===== config.mk =====
export PLATFORM = sky130hd
export DESIGN_NAME = fan_packet_decoder_flat
export DESIGN_NICKNAME = d
export VERILOG_FILES = /design/src/rtl/fan_packet_decoder_if.sv /design/src/rtl/fan_packet_decoder.sv /design/src/flat_wrapper.sv
export SDC_FILE = /design/constraint.sdc
export NUM_CORES = 1
export LEC_CHECK = 0
export BUFFER_PORTS_ARGS = -buffer_cell sky130_fd_sc_hd__buf_2
export CORE_MARGIN = 2
export CORE_UTILIZATION = 38
export DETAILED_ROUTE_END_ITERATION = 12
export GPL_ROUTABILITY_DRIVEN = 0
export PLACE_DENSITY_LB_ADDON = 0.1
export SKIP_CTS_REPAIR_TIMING = 1
export SLEW_MARGIN = 20
export SYNTH_ARGS = -nofsm -noshare
export SYNTH_HDL_FRONTEND = slang
export SYNTH_SLANG_ARGS = --single-unit

===== constraint.sdc =====
create_clock -name ref_clk -period 2.09 [get_ports ref_clk]
set_clock_uncertainty 0.15 [all_clocks]
set_input_delay 0.5225 -clock ref_clk [delete_from_list [all_inputs] [get_ports ref_clk]]
set_output_delay 0.5225 -clock ref_clk [all_outputs]
set_load 0.01 [all_outputs]

===== src/rtl/fan_packet_decoder_if.sv =====
// Signal bundle between the fan remote serial line and its packet decoder.
// The line driver is the master; the decoder is the slave.
interface fan_packet_decoder_if;
  logic       in;
  logic [2:0] cmd;
  logic       cmd_valid;
  logic       frame_error;
  logic       busy;

  modport master (
    output in,
    input  cmd,
    input  cmd_valid,
    input  frame_error,
    input  busy
  );

  modport slave (
    input  in,
    output cmd,
    output cmd_valid,
    output frame_error,
    output busy
  );
endinterface


===== src/rtl/fan_packet_decoder.sv =====
// Fan remote receiver: measures high/low run lengths on the synchronised line,
// rebuilds 13-symbol packets and maps the payload back to a 3-bit command.
module fan_packet_decoder #(
  parameter int unsigned UNIT_CYCLES = 2203,
  parameter int unsigned CTR_WIDTH   = 16,
  parameter logic [3:0]  ID          = 4'b1010,
  parameter int unsigned GAP_CYCLES  = 3 * UNIT_CYCLES
) (
  input logic                  ref_clk,
  input logic                  reset,
  fan_packet_decoder_if.slave  bus
);

  localparam int unsigned NumSymbols = 13;

  localparam logic [CTR_WIDTH-1:0] MinRun = CTR_WIDTH'(UNIT_CYCLES / 2);
  localparam logic [CTR_WIDTH-1:0] MidRun = CTR_WIDTH'((3 * UNIT_CYCLES) / 2);
  localparam logic [CTR_WIDTH-1:0] MaxRun = CTR_WIDTH'((5 * UNIT_CYCLES) / 2);
  localparam logic [CTR_WIDTH-1:0] GapRun = CTR_WIDTH'(GAP_CYCLES);

  typedef enum logic [2:0] {
    StIdle,
    StHigh,
    StLow,
    StCheck,
    StRecover
  } state_e;

  state_e         state_q, state_d;
  logic [1:0]     sync_q;
  logic           s_dly_q;
  logic [CTR_WIDTH-1:0] cnt_q;
  logic [12:0]    bits_q, bits_d;
  logic [3:0]     bit_cnt_q, bit_cnt_d;
  logic [2:0]     cmd_q, cmd_d;
  logic           cmd_valid_q, cmd_valid_d;
  logic           frame_error_q, frame_error_d;

  logic s;
  logic rise;
  logic fall;
  logic high_err;
  logic high_bit;
  logic low_ok;
  logic gap_reached;
  logic header_ok;
  logic payload_ok;
  logic [2:0] payload_cmd;

  assign s    = sync_q[1];
  assign rise = s & ~s_dly_q;
  assign fall = ~s & s_dly_q;

  always_ff @(posedge ref_clk) begin
    if (reset) begin
      sync_q  <= 2'b00;
      s_dly_q <= 1'b0;
    end else begin
      sync_q  <= {sync_q[0], bus.in};
      s_dly_q <= sync_q[1];
    end
  end

  // At an edge cnt_q still holds the length of the run that just ended.
  always_ff @(posedge ref_clk) begin
    if (reset) begin
      cnt_q <= '0;
    end else if (rise || fall) begin
      cnt_q <= CTR_WIDTH'(1);
    end else if (cnt_q != '1) begin
      cnt_q <= cnt_q + CTR_WIDTH'(1);
    end
  end

  assign high_err    = (cnt_q < MinRun) || (cnt_q > MaxRun);
  assign high_bit    = (cnt_q >= MidRun);
  assign low_ok      = (cnt_q >= MinRun) && (cnt_q <= MaxRun);
  assign gap_reached = (cnt_q >= GapRun);
  assign header_ok   = (bits_q[1:0] == 2'b00) && (bits_q[5:2] == ID);

  always_comb begin
    payload_ok  = 1'b1;
    payload_cmd = 3'd0;
    case (bits_q[12:6])
      7'b1001111: payload_cmd = 3'd0;
      7'b1000111: payload_cmd = 3'd1;
      7'b0100111: payload_cmd = 3'd2;
      7'b0010111: payload_cmd = 3'd3;
      7'b0001111: payload_cmd = 3'd4;
      default:    payload_ok  = 1'b0;
    endcase
  end

  always_comb begin
    state_d       = state_q;
    bits_d        = bits_q;
    bit_cnt_d     = bit_cnt_q;
    cmd_d         = cmd_q;
    cmd_valid_d   = 1'b0;
    frame_error_d = 1'b0;
    case (state_q)
      StIdle: begin
        if (rise) begin
          bits_d    = '0;
          bit_cnt_d = '0;
          state_d   = StHigh;
        end
      end
      StHigh: begin
        if (fall) begin
          if (high_err) begin
            frame_error_d = 1'b1;
            state_d       = StRecover;
          end else begin
            for (int unsigned i = 0; i < NumSymbols; i++) begin
              if (bit_cnt_q == 4'(i)) bits_d[i] = high_bit;
            end
            bit_cnt_d = bit_cnt_q + 4'd1;
            state_d   = StLow;
          end
        end
      end
      StLow: begin
        if (rise) begin
          if ((bit_cnt_q == 4'(NumSymbols)) || !low_ok) begin
            frame_error_d = 1'b1;
            state_d       = StRecover;
          end else begin
            state_d = StHigh;
          end
        end else if (gap_reached) begin
          if (bit_cnt_q == 4'(NumSymbols)) begin
            state_d = StCheck;
          end else begin
            frame_error_d = 1'b1;
            state_d       = StRecover;
          end
        end
      end
      StCheck: begin
        if (header_ok && payload_ok) begin
          cmd_d       = payload_cmd;
          cmd_valid_d = 1'b1;
        end else begin
          frame_error_d = 1'b1;
        end
        state_d = StIdle;
      end
      StRecover: begin
        // On a falling edge the counter still holds the high run, so skip it.
        if (!s && !fall && gap_reached) state_d = StIdle;
      end
      default: state_d = StIdle;
    endcase
  end

  always_ff @(posedge ref_clk) begin
    if (reset) begin
      state_q       <= StIdle;
      bits_q        <= '0;
      bit_cnt_q     <= '0;
      cmd_q         <= '0;
      cmd_valid_q   <= 1'b0;
      frame_error_q <= 1'b0;
    end else begin
      state_q       <= state_d;
      bits_q        <= bits_d;
      bit_cnt_q     <= bit_cnt_d;
      cmd_q         <= cmd_d;
      cmd_valid_q   <= cmd_valid_d;
      frame_error_q <= frame_error_d;
    end
  end

  assign bus.cmd         = cmd_q;
  assign bus.cmd_valid   = cmd_valid_q;
  assign bus.frame_error = frame_error_q;
  assign bus.busy        = (state_q != StIdle);

endmodule


===== src/flat_wrapper.sv =====
// flat-port wrapper written by rule: the top's interface ports become plain ports
module fan_packet_decoder_flat 
#(
  parameter int unsigned UNIT_CYCLES = 2203,
  parameter int unsigned CTR_WIDTH   = 16,
  parameter logic [3:0]  ID          = 4'b1010,
  parameter int unsigned GAP_CYCLES  = 3 * UNIT_CYCLES
)
  (ref_clk, reset, bus_in, bus_cmd, bus_cmd_valid, bus_frame_error, bus_busy);
  fan_packet_decoder_if bus_i ();
  input logic ref_clk;
  input logic reset;
  input wire logic [$bits(bus_i.in)-1:0] bus_in;
  output wire logic [$bits(bus_i.cmd)-1:0] bus_cmd;
  output wire logic [$bits(bus_i.cmd_valid)-1:0] bus_cmd_valid;
  output wire logic [$bits(bus_i.frame_error)-1:0] bus_frame_error;
  output wire logic [$bits(bus_i.busy)-1:0] bus_busy;
  assign bus_i.in = bus_in;
  assign bus_cmd = bus_i.cmd;
  assign bus_cmd_valid = bus_i.cmd_valid;
  assign bus_frame_error = bus_i.frame_error;
  assign bus_busy = bus_i.busy;
  fan_packet_decoder #(.UNIT_CYCLES(UNIT_CYCLES), .CTR_WIDTH(CTR_WIDTH), .ID(ID), .GAP_CYCLES(GAP_CYCLES)) u_core (.ref_clk(ref_clk), .reset(reset), .bus(bus_i));
endmodule

Word level (Yosys, flattened, before mapping)
Cells that the tools add are included.
{ "op_classes": {"magnitude_cmp": 6, "n_mux": 43, "addsub": 2, "n_reduce_logical": 36, "bitwise": 5, "n_eq_ne": 42} }
{ "op_table": {"columns": ["op", "n"], "rows": [
  ["5-bit AND reduction", 13],
  ["13-bit two-way mux", 3],
  ["2-bit by 1-bit != test with 1-bit output (second input constant)", 16],
  ["4-bit == test (second input constant)", 7],
  ["13-bit one-hot mux with 2 select lines", 1],
  ["1-bit two-way mux", 24],
  ["3-bit two-way mux", 8],
  ["3-bit one-hot mux with 4 select lines", 2],
  ["16-bit by 1-bit adder with 16-bit output (second input constant)", 1],
  ["4-bit by 3-bit == test with 1-bit output (second input constant)", 4],
  ["16-bit by 11-bit greater-or-equal comparator with 1-bit output (second input constant)", 1],
  ["16-bit by 12-bit greater-or-equal comparator with 1-bit output (second input constant)", 1],
  ["16-bit by 13-bit greater-or-equal comparator with 1-bit output (second input constant)", 1],
  ["16-bit by 13-bit > comparator with 1-bit output (second input constant)", 1],
  ["16-bit by 13-bit less-or-equal comparator with 1-bit output (second input constant)", 1],
  ["16-bit by 11-bit < comparator with 1-bit output (second input constant)", 1],
  ["16-bit != test (second input constant)", 1],
  ["7-bit == test (second input constant)", 2],
  ["4-bit two-way mux", 3],
  ["4-bit by 2-bit == test with 1-bit output (second input constant)", 2],
  ["4-bit one-hot mux with 2 select lines", 1],
  ["4-bit AND reduction", 2],
  ["7-bit by 4-bit == test with 1-bit output (second input constant)", 1],
  ["7-bit by 5-bit == test with 1-bit output (second input constant)", 1],
  ["22 further kinds", 36]
]} }
{ "word_totals": {"register_bits": 44, "wordCells": 156, "input_bits": 3} }

Depth between registers and ports, before layout
{ "logic_depth": {"ltp_word": 7, "mapped_depth": 9} }

Worst setup path before layout
Ideal clock, no wire load.
{ "synth_timing": {"path_kind": "register to register", "startpoint": "register u_core.cnt_q[13]", "endpoint": "register u_core.bits_q[10]", "arrival_time_ps": 1938, "path_stages_with_launch": 9, "slack_ps": -132, "setup_ps": 134, "path_cell_list": "dfxtp_1 > or3_4 > or3_1 > a221o_1 > a21oi_2 > buf_6 > buf_12 > nor3_2 > mux2i_1"} }
{ "synth_between": {"elab_chain_len": 5, "word_cells_on_any_way": 10} }
{ "synth_rtl": {"columns": ["item", "line_no", "source"], "rows": [
  ["start, declared", "fan_packet_decoder.sv:32", "logic [CTR_WIDTH-1:0] cnt_q;"],
  ["start signal, assigned", "fan_packet_decoder.sv:71", "cnt_q <= cnt_q + CTR_WIDTH'(1);"],
  ["16-bit by 12-bit greater-or-equal comparator with 1-bit output", "fan_packet_decoder.sv:76", "assign high_bit = (cnt_q >= MidRun);"],
  ["1-bit two-way mux", "fan_packet_decoder.sv:116", "if (bit_cnt_q == 4'(i)) bits_d[i] = high_bit;"],
  ["13-bit two-way mux", "fan_packet_decoder.sv:111", "if (high_err) begin"],
  ["13-bit two-way mux", "fan_packet_decoder.sv:110", "if (fall) begin"],
  ["13-bit one-hot mux with 2 select lines", "fan_packet_decoder.sv:101", "case (state_q)"],
  ["end signal, assigned", "fan_packet_decoder.sv:167", "bits_q <= bits_d;"],
  ["end, declared", "fan_packet_decoder.sv:33", "logic [12:0] bits_q, bits_d;"]
]} }
Several ways; a longest one is shown, not always the timed one. The select of a mux whose other input is x is not followed.
A chain may end at the register's enable or synchronous reset.

Final worst setup path
{ "layout_timing": {"startpoint": "register u_core.cnt_q[15]", "endpoint": "register u_core.bits_q[5]"} }
Same word-level chain as after synthesis.

==> impl_metrics.env <==
export IMPL_status="finished, violations left"
export IMPL_violations="setup timing"
export IMPL_netlist_area_leader_share_pct=34.7
export IMPL_power_density_nw_per_um2=519
export IMPL_start_util_pct=39.7
export IMPL_crit_arrival_ns=2.19
export IMPL_wire_per_inst_um=13.5
export IMPL_r2r_cells=7
export IMPL_grt_pass1_vias=2156
export IMPL_yosys_top_cells_count="nand2_1, dfxtp_1, nor2_1, mux2i_1, clkbuf_1"
export IMPL_ys_types=49
export IMPL_synthArstFlopShare_pct=0
export IMPL_drv_cap=0
export IMPL_yosysTopAreaCell="dfxtp_1"
export IMPL_critPathCaptureType="register"
export IMPL_track_usage_pct=16.5
export IMPL_grt_use_met2_pct=28.6
export IMPL_p_leak_uw=0.00117
export IMPL_fmax_mhz=462
export IMPL_setup_ws_ns=-0.0758
export IMPL_synthTopCellsByArea="dfxtp_1, nand2_1, mux2i_1, nor2_1, ha_1"
export IMPL_netlist_instances=318
export IMPL_hold_violations=0
export IMPL_die_x_um=85.7
export IMPL_r2r_start="u_core.cnt_q[15]"
export IMPL_cp_start_kind="register"
export IMPL_grt_pass1_wl_mm=9.86
export IMPL_syn_to_final_growth_pct=26.7
export IMPL_hold_ws_ns=0.284
export IMPL_die_area_um2=7350
export IMPL_worstHoldStart="bus_in"
export IMPL_ir_drop_v=0.000427
export IMPL_syn_avg_cell_area_um2=7.98
export IMPL_yosys_warnings=0
export IMPL_pin_count=9
export IMPL_cp_required_ns=2.11
export IMPL_finalInstanceArea_um2=3210
export IMPL_ys_flop_type="dfxtp_1"
export IMPL_slew_headroom_pct=63.8
export IMPL_drive_gt1_share_pct=28.1
export IMPL_die_h_um=85.7
export IMPL_min_to="u_core.sync_q[0]"
export IMPL_post_dp_cell_area_um2=2910
export IMPL_grt_ovfl_total=0
export IMPL_rsz0062_at_grt="yes"
export IMPL_via_per_inst=5.28
export IMPL_antenna_cells=0
export IMPL_ys_seq_elements=44
export IMPL_synth_nets=331
export IMPL_worstSkewPairLatency_ns=0.29
export IMPL_clk_pin_slew_worst_paths_ns=0.09
export IMPL_core_um2=6390
export IMPL_grt_max_degree=21
export IMPL_hold_class="primary input to register"
export IMPL_multi_input_area_um2=1680
export IMPL_fin_cells=436
export IMPL_wl_mm=5.91
export IMPL_htree_levels=2
export IMPL_busiest_layer="met2"
export IMPL_cp_max_fo=20
export IMPL_regArea_um2=891
export IMPL_r2r_slack_ns=-0.08
export IMPL_fp_row_count=29
export IMPL_slew_violations=0
export IMPL_drt_iter0_drc=79
export IMPL_worst_slew_pin_transition_ns=0.539
export IMPL_synth_edff_count=0
export IMPL_fillers=596
export IMPL_rr_endpoint="u_core.bits_q[5]"
export IMPL_hold_depth=2
export IMPL_root_buffer="clkbuf_8"
export IMPL_total_power_uw=1670
export IMPL_use_met3_pct=3.46
export IMPL_fin_crit_sh_pct=104
export IMPL_syn_area_um2=2540
export IMPL_crit_type="register to register"
export IMPL_cts_tree="built"
export IMPL_cp_startpoint="u_core.cnt_q[15]"
export IMPL_vias=2302
export IMPL_antenna_found_initial=0
export IMPL_yosysMostFrequentCell="nand2_1"
export IMPL_layout_nets=371
export IMPL_fin_util_pct=50.3
export IMPL_setup_viol=20
export IMPL_dr_pass1_iters=4
export IMPL_place_hpwl_mm=4.29
export IMPL_period_needed_ns=2.17
export IMPL_ys_seq_area_share_pct=34.7
export IMPL_cts_buffers=5
export IMPL_cts_sinks=44
export IMPL_clockBufferDepth=2
export IMPL_drc=0
export IMPL_dp_cells=424
export IMPL_port_buffers=8
export IMPL_grt_util_met1_pct=20.7
export IMPL_ant_nets=0
per-layer routing:
| metal | vias to the layer above | routed length, um |
|---|---|---|
| met5 | - | 0 |
| met4 | 0 | 59 |
| met3 | 4 | 185 |
| met2 | 35 | 2960 |
| met1 | 1064 | 2700 |
| li1 | 1199 | - |
worst max-delay path by stage:
stage | end | slack [ns] | cells after the start
CTS | u_core.bus.frame_error | -0.13 | 7
detailed placement | u_core.bus.frame_error | -0.12 | 7
global placement | u_core.bit_cnt_q[3] | -0.08 | 8
global route | u_core.bits_q[6] | -0.16 | 7
finish | u_core.bits_q[5] | -0.08 | 7
floorplan | u_core.bits_q[10] | -0.09 | 8
stage by stage:
| stage | setup TNS, ns | worst slack, ns |
|---|---|---|
| after floorplan | -0.701 | -0.0909 |
| after global placement | -0.730 | -0.0792 |
| after detailed placement | -1.03 | -0.124 |
| after CTS | -1.12 | -0.132 |
| after global routing | -2.75 | -0.160 |
| final | -0.769 | -0.0758 |
cells by family after synthesis:
kind of cell,Yosys count,synth area share (%)
buffers and inverters,28,5.13
muxes,17,6.71
adders and majority gates,10,4.93
xor gates and xnor gates,10,3.45
AOI/OAI and AO/OA,46,12.1
and+or+nand+nor,163,32.9
DFF,44,34.7
cell type report:
class                      count  area share [%]
clock inverter                 3            1.32
tap                           77            3.00
timing repair buffer          52            12.7
clock buffer                   5            2.14
sequential                    44            27.7
multi-input combinational    246            52.1
inverter                       9            1.05
registers in the layout (all words and copies together) (netlist names):
signal                  count
u_core.bus.cmd_valid        1
u_core.bus.cmd              3
u_core.sync_q               2
u_core.state_q              3
u_core.bits_q              13
u_core.cnt_q               16
u_core.s_dly_q              1
u_core.bit_cnt_q            4
u_core.bus.frame_error      1
layout by cell type, fill, tap and decap left out, drive strengths merged, types with 10 or more instances in the layout:
cell type,Yosys,layout
a21oi,14,14
nor3,21,21
ha,10,10
mux2i,17,17
nor2,34,34
nand2,49,49
buf,3,52
dfxtp,44,44
nand3,10,10
critical path: stages, from the launching register on:
cell and delay, ns:
dfxtp_2 0.33, or3_4 0.38, or3_1 0.31, a221o_1 0.31, a21oi_2 0.18, buf_12 0.17
nor4_1 0.08, mux2i_1 0.13
power by group:
group / internal [uW] / switching, uW
registers: 848 / 9.93
clock network: 354 / 311
logic: 66.9 / 77.6
Power figures use the tool's default switching activity.
